==> config.mk <==
export PLATFORM = sky130hd
export DESIGN_NAME = pipe_hazard_ctrl
export DESIGN_NICKNAME = d
export VERILOG_FILES = /design/src/rtl/pipe_hazard_ctrl_pkg.sv /design/src/rtl/pipe_hazard_ctrl_sat_counter.sv /design/src/rtl/pipe_hazard_ctrl.sv
export SDC_FILE = /design/constraint.sdc
export NUM_CORES = 1
export LEC_CHECK = 0
export ABC_AREA = 0
export CAP_MARGIN = 20
export CORE_ASPECT_RATIO = 1.5
export CORE_MARGIN = 5
export CORE_UTILIZATION = 52
export CTS_BUF_LIST = sky130_fd_sc_hd__clkbuf_8
export DETAILED_ROUTE_END_ITERATION = 8
export PLACE_DENSITY_LB_ADDON = 0.3
export SYNTH_ARGS = -nofsm -noshare
export SYNTH_HDL_FRONTEND = slang
export SYNTH_SLANG_ARGS = --single-unit
export TNS_END_PERCENT = 5
==> constraint.sdc <==
create_clock -name clk -period 3.6 [get_ports clk]
set_clock_uncertainty 0.2 [all_clocks]
set_input_delay 0.54 -clock clk [delete_from_list [all_inputs] [get_ports clk]]
set_output_delay 0.54 -clock clk [all_outputs]
set_load 0.05 [all_outputs]
==> src/rtl/pipe_hazard_ctrl_pkg.sv <==
// Shared definitions for the pipeline stall/flush controller: state encoding,
// register-address width and the operand-match helper used by hazard detection.
package pipe_hazard_ctrl_pkg;

  localparam int REG_ADDR_WIDTH = 5;

  typedef enum logic [1:0] {
    CTRL_RUN      = 2'd0,
    CTRL_MEM_WAIT = 2'd1,
    CTRL_ABORT    = 2'd2
  } ctrl_state_e;

  // A decode source operand depends on the EX destination register.
  function automatic logic src_hit(input logic                      used,
                                   input logic [REG_ADDR_WIDTH-1:0] src,
                                   input logic [REG_ADDR_WIDTH-1:0] dst);
    return used && (src == dst);
  endfunction

endpackage

==> src/rtl/pipe_hazard_ctrl_sat_counter.sv <==
// Saturating up-counter: increments by one per cycle when inc_i is set and
// sticks at all-ones instead of wrapping.
module sat_counter #(
  parameter int WIDTH = 32
) (
  input  logic             clk,
  input  logic             rst_n,
  input  logic             inc_i,
  output logic [WIDTH-1:0] cnt_o
);

  logic [WIDTH-1:0] cnt_q, cnt_d;

  always_comb begin
    cnt_d = cnt_q;
    if (inc_i && (cnt_q != '1)) cnt_d = cnt_q + 1'b1;
  end

  always_ff @(posedge clk or negedge rst_n) begin
    if (!rst_n) cnt_q <= '0;
    else        cnt_q <= cnt_d;
  end

  assign cnt_o = cnt_q;

endmodule

==> src/rtl/pipe_hazard_ctrl.sv <==
// Central stall/flush controller for the 5-stage core: load-use bubbles,
// EX-redirect squashes and data-memory wait freezing with timeout abort.
module pipe_hazard_ctrl
  import pipe_hazard_ctrl_pkg::*;
#(
  parameter int CNT_WIDTH   = 32,
  parameter int MEM_TIMEOUT = 255,
  parameter int TO_WIDTH    = 16
) (
  input  logic                      clk,
  input  logic                      rst_n,
  input  logic [REG_ADDR_WIDTH-1:0] id_rs1_addr,
  input  logic [REG_ADDR_WIDTH-1:0] id_rs2_addr,
  input  logic                      id_rs1_used,
  input  logic                      id_rs2_used,
  input  logic                      id_ex_is_load,
  input  logic                      id_ex_reg_wen,
  input  logic [REG_ADDR_WIDTH-1:0] id_ex_reg_waddr,
  input  logic                      ex_redirect,
  input  logic                      dmem_req,
  input  logic                      dmem_ready,
  output logic                      pc_hold,
  output logic                      if_id_hold,
  output logic                      if_id_flush,
  output logic                      id_ex_hold,
  output logic                      id_ex_flush,
  output logic                      ex_mem_hold,
  output logic [1:0]                ctrl_state,
  output logic [CNT_WIDTH-1:0]      stall_cnt,
  output logic [CNT_WIDTH-1:0]      flush_cnt,
  output logic                      mem_timeout_err
);

  localparam logic [TO_WIDTH-1:0] TIMEOUT = TO_WIDTH'(MEM_TIMEOUT);

  ctrl_state_e         state_q, state_d;
  logic [TO_WIDTH-1:0] wait_q, wait_d;
  logic                err_q, err_d;
  logic                mem_stall, load_use;

  assign mem_stall = dmem_req & ~dmem_ready;
  assign load_use  = id_ex_is_load & id_ex_reg_wen & (id_ex_reg_waddr != '0) &
                     (src_hit(id_rs1_used, id_rs1_addr, id_ex_reg_waddr) |
                      src_hit(id_rs2_used, id_rs2_addr, id_ex_reg_waddr));

  always_ff @(posedge clk or negedge rst_n) begin
    if (!rst_n) begin
      state_q <= CTRL_RUN;
      wait_q  <= '0;
      err_q   <= 1'b0;
    end else begin
      state_q <= state_d;
      wait_q  <= wait_d;
      err_q   <= err_d;
    end
  end

  always_comb begin
    state_d = state_q;
    wait_d  = wait_q;
    err_d   = err_q;
    case (state_q)
      CTRL_RUN: begin
        if (mem_stall) begin
          state_d = CTRL_MEM_WAIT;
          wait_d  = TO_WIDTH'(1);
        end
      end
      CTRL_MEM_WAIT: begin
        if (dmem_ready) begin
          state_d = CTRL_RUN;
          wait_d  = '0;
        end else if (wait_q == TIMEOUT) begin
          state_d = CTRL_ABORT;
          wait_d  = '0;
          err_d   = 1'b1;
        end else begin
          wait_d  = wait_q + 1'b1;
        end
      end
      CTRL_ABORT: state_d = CTRL_RUN;
      default: begin
        state_d = CTRL_RUN;
        wait_d  = '0;
      end
    endcase
  end

  // Outputs are forced low while rst_n is asserted, independent of the inputs.
  always_comb begin
    pc_hold     = 1'b0;
    if_id_hold  = 1'b0;
    if_id_flush = 1'b0;
    id_ex_hold  = 1'b0;
    id_ex_flush = 1'b0;
    ex_mem_hold = 1'b0;
    if (rst_n) begin
      case (state_q)
        CTRL_RUN, CTRL_MEM_WAIT: begin
          if ((state_q == CTRL_RUN) ? mem_stall : !dmem_ready) begin
            pc_hold     = 1'b1;
            if_id_hold  = 1'b1;
            id_ex_hold  = 1'b1;
            ex_mem_hold = 1'b1;
          end else if (ex_redirect) begin
            if_id_flush = 1'b1;
            id_ex_flush = 1'b1;
          end else if (load_use) begin
            pc_hold     = 1'b1;
            if_id_hold  = 1'b1;
            id_ex_flush = 1'b1;
          end
        end
        CTRL_ABORT: begin
          if_id_flush = 1'b1;
          id_ex_flush = 1'b1;
        end
        default: ;
      endcase
    end
  end

  a_no_hold_and_flush: assert property (@(posedge clk)
    !(if_id_hold && if_id_flush) && !(id_ex_hold && id_ex_flush));

  sat_counter #(.WIDTH(CNT_WIDTH)) u_stall_cnt (
    .clk   (clk),
    .rst_n (rst_n),
    .inc_i (pc_hold),
    .cnt_o (stall_cnt)
  );

  sat_counter #(.WIDTH(CNT_WIDTH)) u_flush_cnt (
    .clk   (clk),
    .rst_n (rst_n),
    .inc_i (if_id_flush),
    .cnt_o (flush_cnt)
  );

  assign ctrl_state      = state_q;
  assign mem_timeout_err = err_q;

endmodule

==> results.md <==
* Result of the run: complete, no violations
* CTS HTree Levels at 3
* Cell row count at 39
* Post-synthesis net count at approximately 430
* Sum of internal, switching and leakage power at about 2300 µW
* Reg-to-Reg End: wait_q[11]$_DFFE_PN0P_
* Remaining global-route overflow at 0
* Worst reg2reg setup slack at about 1.1 ns
* Number of nets at the end of the flow at about 540
* Antenna Diode Count at 0
* Depth of the worst register-to-register path at 8
* Endpoint with the worst hold slack: mem_timeout_err$_DFFE_PN0P_
* Final hold violation count at 0
* Buffers & Inverters on Critical Path at 2
* Cells along the critical path: clkdlybuf4s50_1, nor2b_1, o21ai_0, a21oi_2, clkdlybuf4s50_1
* Synth warnings at 0
* Slowest CP cell: sky130_fd_sc_hd__clkdlybuf4s50_1
* Relative slew slack at 62.86%
* Number of global-route vias before repair at between 3000 and 4000
* X dimension of the die at 82.68 µm
* Cell area after placement at 5167 µm²
* Most common cell type on the critical path: sky130_fd_sc_hd__clkdlybuf4s50_1
* Top flip-flop cell by instance count after synthesis: sky130_fd_sc_hd__dfrtp_1
* EDFF count, synth at 0
* Kind of cell adding the most delay to the critical path: buffers and inverters
* Fmax at around 320 MHz
* Most common cell after layout, fill and taps aside: sky130_fd_sc_hd__clkdlybuf4s50_1
* DRC errors left at 0
* Source of the worst hold timing path: mem_timeout_err$_DFFE_PN0P_
* Post-route clock period utilization at between 80% and 90%
* CP Data Required Time at about 2.9 ns
* Total die area at around 9800 µm²
* First-pass GRT wire length at approximately 17000 µm
* Critical Path Max Stage Delay at about 0.85 ns
* Min Hold Slack at 0.2827 ns
* # setup viols final at 0
* Later-pin clock latency in the skew report at about 0.35 ns
* Slew of the pin with the lowest slew margin at 0.5553 ns
* Leakage power at roughly 0.0024 µW
* Max rail drop VDD at between 0.0004 and 0.0005 V
* Initial antenna violation count at 0
* Power per unit of standard cell area at roughly 420 nW/µm²
* Post-route antenna net violation count at 0
* Sequential element share of the synthesized area at between 50% and 60%
* Yosys cell types at between 40 and 50
* TritonCTS Buffers at 9
* Root cell of the clock tree: sky130_fd_sc_hd__clkbuf_8
* Final design area excluding fillers at ~5400 µm²
* Number of placed I/O pins at just under 100
* Synth async-reset ratio at 100.0%
* Core Box Area at ~7700 µm²
* Startpoint type of the worst setup path: input port
* Number of DRC violations after detailed-routing iteration 0 at 167
* Die extent in y at approximately 120 µm
* Synth Instances at slightly above 400
* Worst reg2reg startpoint: wait_q[0]$_DFFE_PN0P_
* Routability-driven placement congestion ratio at roughly 0.83
* Post-CTS setup buffer count at 0
* HPWL after detailed placement at ~7000 µm
* Classification of the worst-slack hold path: flip-flop to flip-flop
* Mapped cell area at between 4000 and 5000 µm²
* Port buffer count at 96
* Mean instance size in the synthesized netlist at 10.12 µm²
* Clock-pin transition on the worst setup and hold timing paths at about 0.070 ns
* Effective utilization at floorplan at between 50% and 60%
* Setup TNS after final layout at 0 ns
* GRT Overall Usage at between 20 and 25%
* Signal arrival time at the worst endpoint at about 2.4 ns
* Maximum clock insertion buffer count at 2
* DRT Wirelength at approximately 9500 µm
* Fraction of layout instances using a drive strength above 1 at under 10%
* Setup repair after global routing missed its margin: no
* MaxCap Viol Count at 0
* Crit Path Max Fanout at 4
* Classification of the worst setup path: input port to primary output
* Top library cells by usage in the layout, fill and taps aside: sky130_fd_sc_hd__clkdlybuf4s50_1 (92), sky130_fd_sc_hd__dfrtp_1 (83), sky130_fd_sc_hd__xnor2_1 (46)
* Final period demand of the worst path at around 3.1 ns
* Avg WL per Cell at ~15 µm
* Share of the core filled with cells at ~71%
* Vias per inst at 5.350
* Clock tree from TritonCTS: done
* Seq cells post-synth at 83
* Sink Count at between 80 and 90
* Cell count of the worst hold path at 1
* Number of iterations in the first detailed-routing pass at 4
* Area delta synth->final at 31.22%
* Pin count of the biggest net entering global routing at between 80 and 90
* Kind of end point of the critical path: primary output
* Final number of max-transition violations at 0
* Vias after detailed routing at approximately 3300
[per-layer routing]
metal / global-route usage (%) / wire length, µm / vias to the layer above / part of all wire (%)
li1: - / - / 1615 / -
met1: 27.63 / 4000 / 1608 / 42
met2: 34.39 / 4993 / 67 / 53
met3: 5.211 / 338 / 16 / 3.6
met4: 7.975 / 165 / 0 / 1.7
met5: 0 / 0 / - / 0
[cells by family (layout without fill, tap and decap cells)]
kind of cell	count (synthesis)	in the layout	share of synthesized area, %
simple gates	182	182	23.32
compound gates	45	45	6.955
fa+ha+maj	3	3	0.9111
flops	83	83	50.41
mux	1	1	0.2733
xor+xnor	74	74	15.73
buf+inv	19	128	2.399
[state kept, by name, summed over array words and instances (netlist names)]
name and cells:
u_flush_cnt.cnt_o 32, u_stall_cnt.cnt_o 32, wait_q 16, ctrl_state 2, mem_timeout_err 1
[timing repair]
action	CTS	global route
gates resized for setup	0	0
hold buffers	0	1
endpoints found under the hold margin	0	9
[stage by stage]
step | std cells | setup slack [ns]
after global routing | 618 | 0.3688
after floorplan | 407 | 0.4192
after global placement | 600 | 0.5217
after detailed placement | 600 | 0.4974
after CTS | 616 | 0.4802
final | 618 | 0.4694
[worst max-delay path by stage]
stage	from	end	slack, ns	cells past startpoint
floorplan	ctrl_state[1]$_DFFE_PN0P_	pc_hold	0.42	5
global placement	dmem_ready	if_id_flush	0.52	5
detailed placement	ex_redirect	if_id_flush	0.50	5
CTS	ex_redirect	if_id_flush	0.48	5
global route	ex_redirect	if_id_flush	0.37	5
finish	ex_redirect	if_id_flush	0.47	5
[synthesized netlist by cell type (2+ instances only)]
cell type                  count  area share (%)
sky130_fd_sc_hd__and3_1       12             1.8
sky130_fd_sc_hd__and3_2        2            0.36
sky130_fd_sc_hd__xor2_1       28             6.0
sky130_fd_sc_hd__a21o_1        3            0.55
sky130_fd_sc_hd__dfrtp_1      83              50
sky130_fd_sc_hd__nand3b_1      2            0.36
sky130_fd_sc_hd__xnor2_1      46             9.8
sky130_fd_sc_hd__o21bai_1      2            0.36
sky130_fd_sc_hd__o21ai_0      20             2.4
sky130_fd_sc_hd__inv_1        10            0.91
sky130_fd_sc_hd__or2_2         2            0.30
sky130_fd_sc_hd__buf_4         2            0.36
sky130_fd_sc_hd__nand4_1      15             2.3
sky130_fd_sc_hd__and2_1        4            0.61
sky130_fd_sc_hd__and4_1        8             1.7
sky130_fd_sc_hd__nand3_1      29             3.5
sky130_fd_sc_hd__a21oi_1       8            0.97
sky130_fd_sc_hd__nor2b_1       3            0.46
sky130_fd_sc_hd__nor4_1        8             1.2
sky130_fd_sc_hd__nor2_1       31             2.8
sky130_fd_sc_hd__ha_1          3            0.91
sky130_fd_sc_hd__buf_2         4            0.49
sky130_fd_sc_hd__o31ai_1       5            0.91
sky130_fd_sc_hd__buf_6         2            0.55
sky130_fd_sc_hd__nor3_1       10             1.2
sky130_fd_sc_hd__nand2_1      45             4.1
[power breakdown]
group | switching [µW] | total (µW) | leakage [µW] | internal [µW]
Combinational | 340 | 539 | 0.00117 | 198
Clock | 336 | 676 | 0.0000987 | 339
Sequential | 84.8 | 1080 | 0.00111 | 992
Total | 761 | 2290 | 0.00238 | 1530
[layout make-up]
class,instances,area [µm²]
clock buffer,10,137.6
clock inverter,6,63.81
fill,608,2255
inverter,10,37.54
multi-input combinational,305,1944
sequential,83,2077
tap,102,127.6
timing repair buffer,102,1018
[worst reg2reg max path, cell delays in order (launching register included)]
cell	delay [ns]
sky130_fd_sc_hd__dfrtp_1	0.40
sky130_fd_sc_hd__ha_1	0.23
sky130_fd_sc_hd__and4_1	0.30
sky130_fd_sc_hd__and2_1	0.22
sky130_fd_sc_hd__and3_1	0.24
sky130_fd_sc_hd__or2_1	0.43
sky130_fd_sc_hd__a21oi_1	0.08
sky130_fd_sc_hd__o21ai_0	0.16
sky130_fd_sc_hd__o31ai_1	0.09
Power figures use the tool's default switching activity.
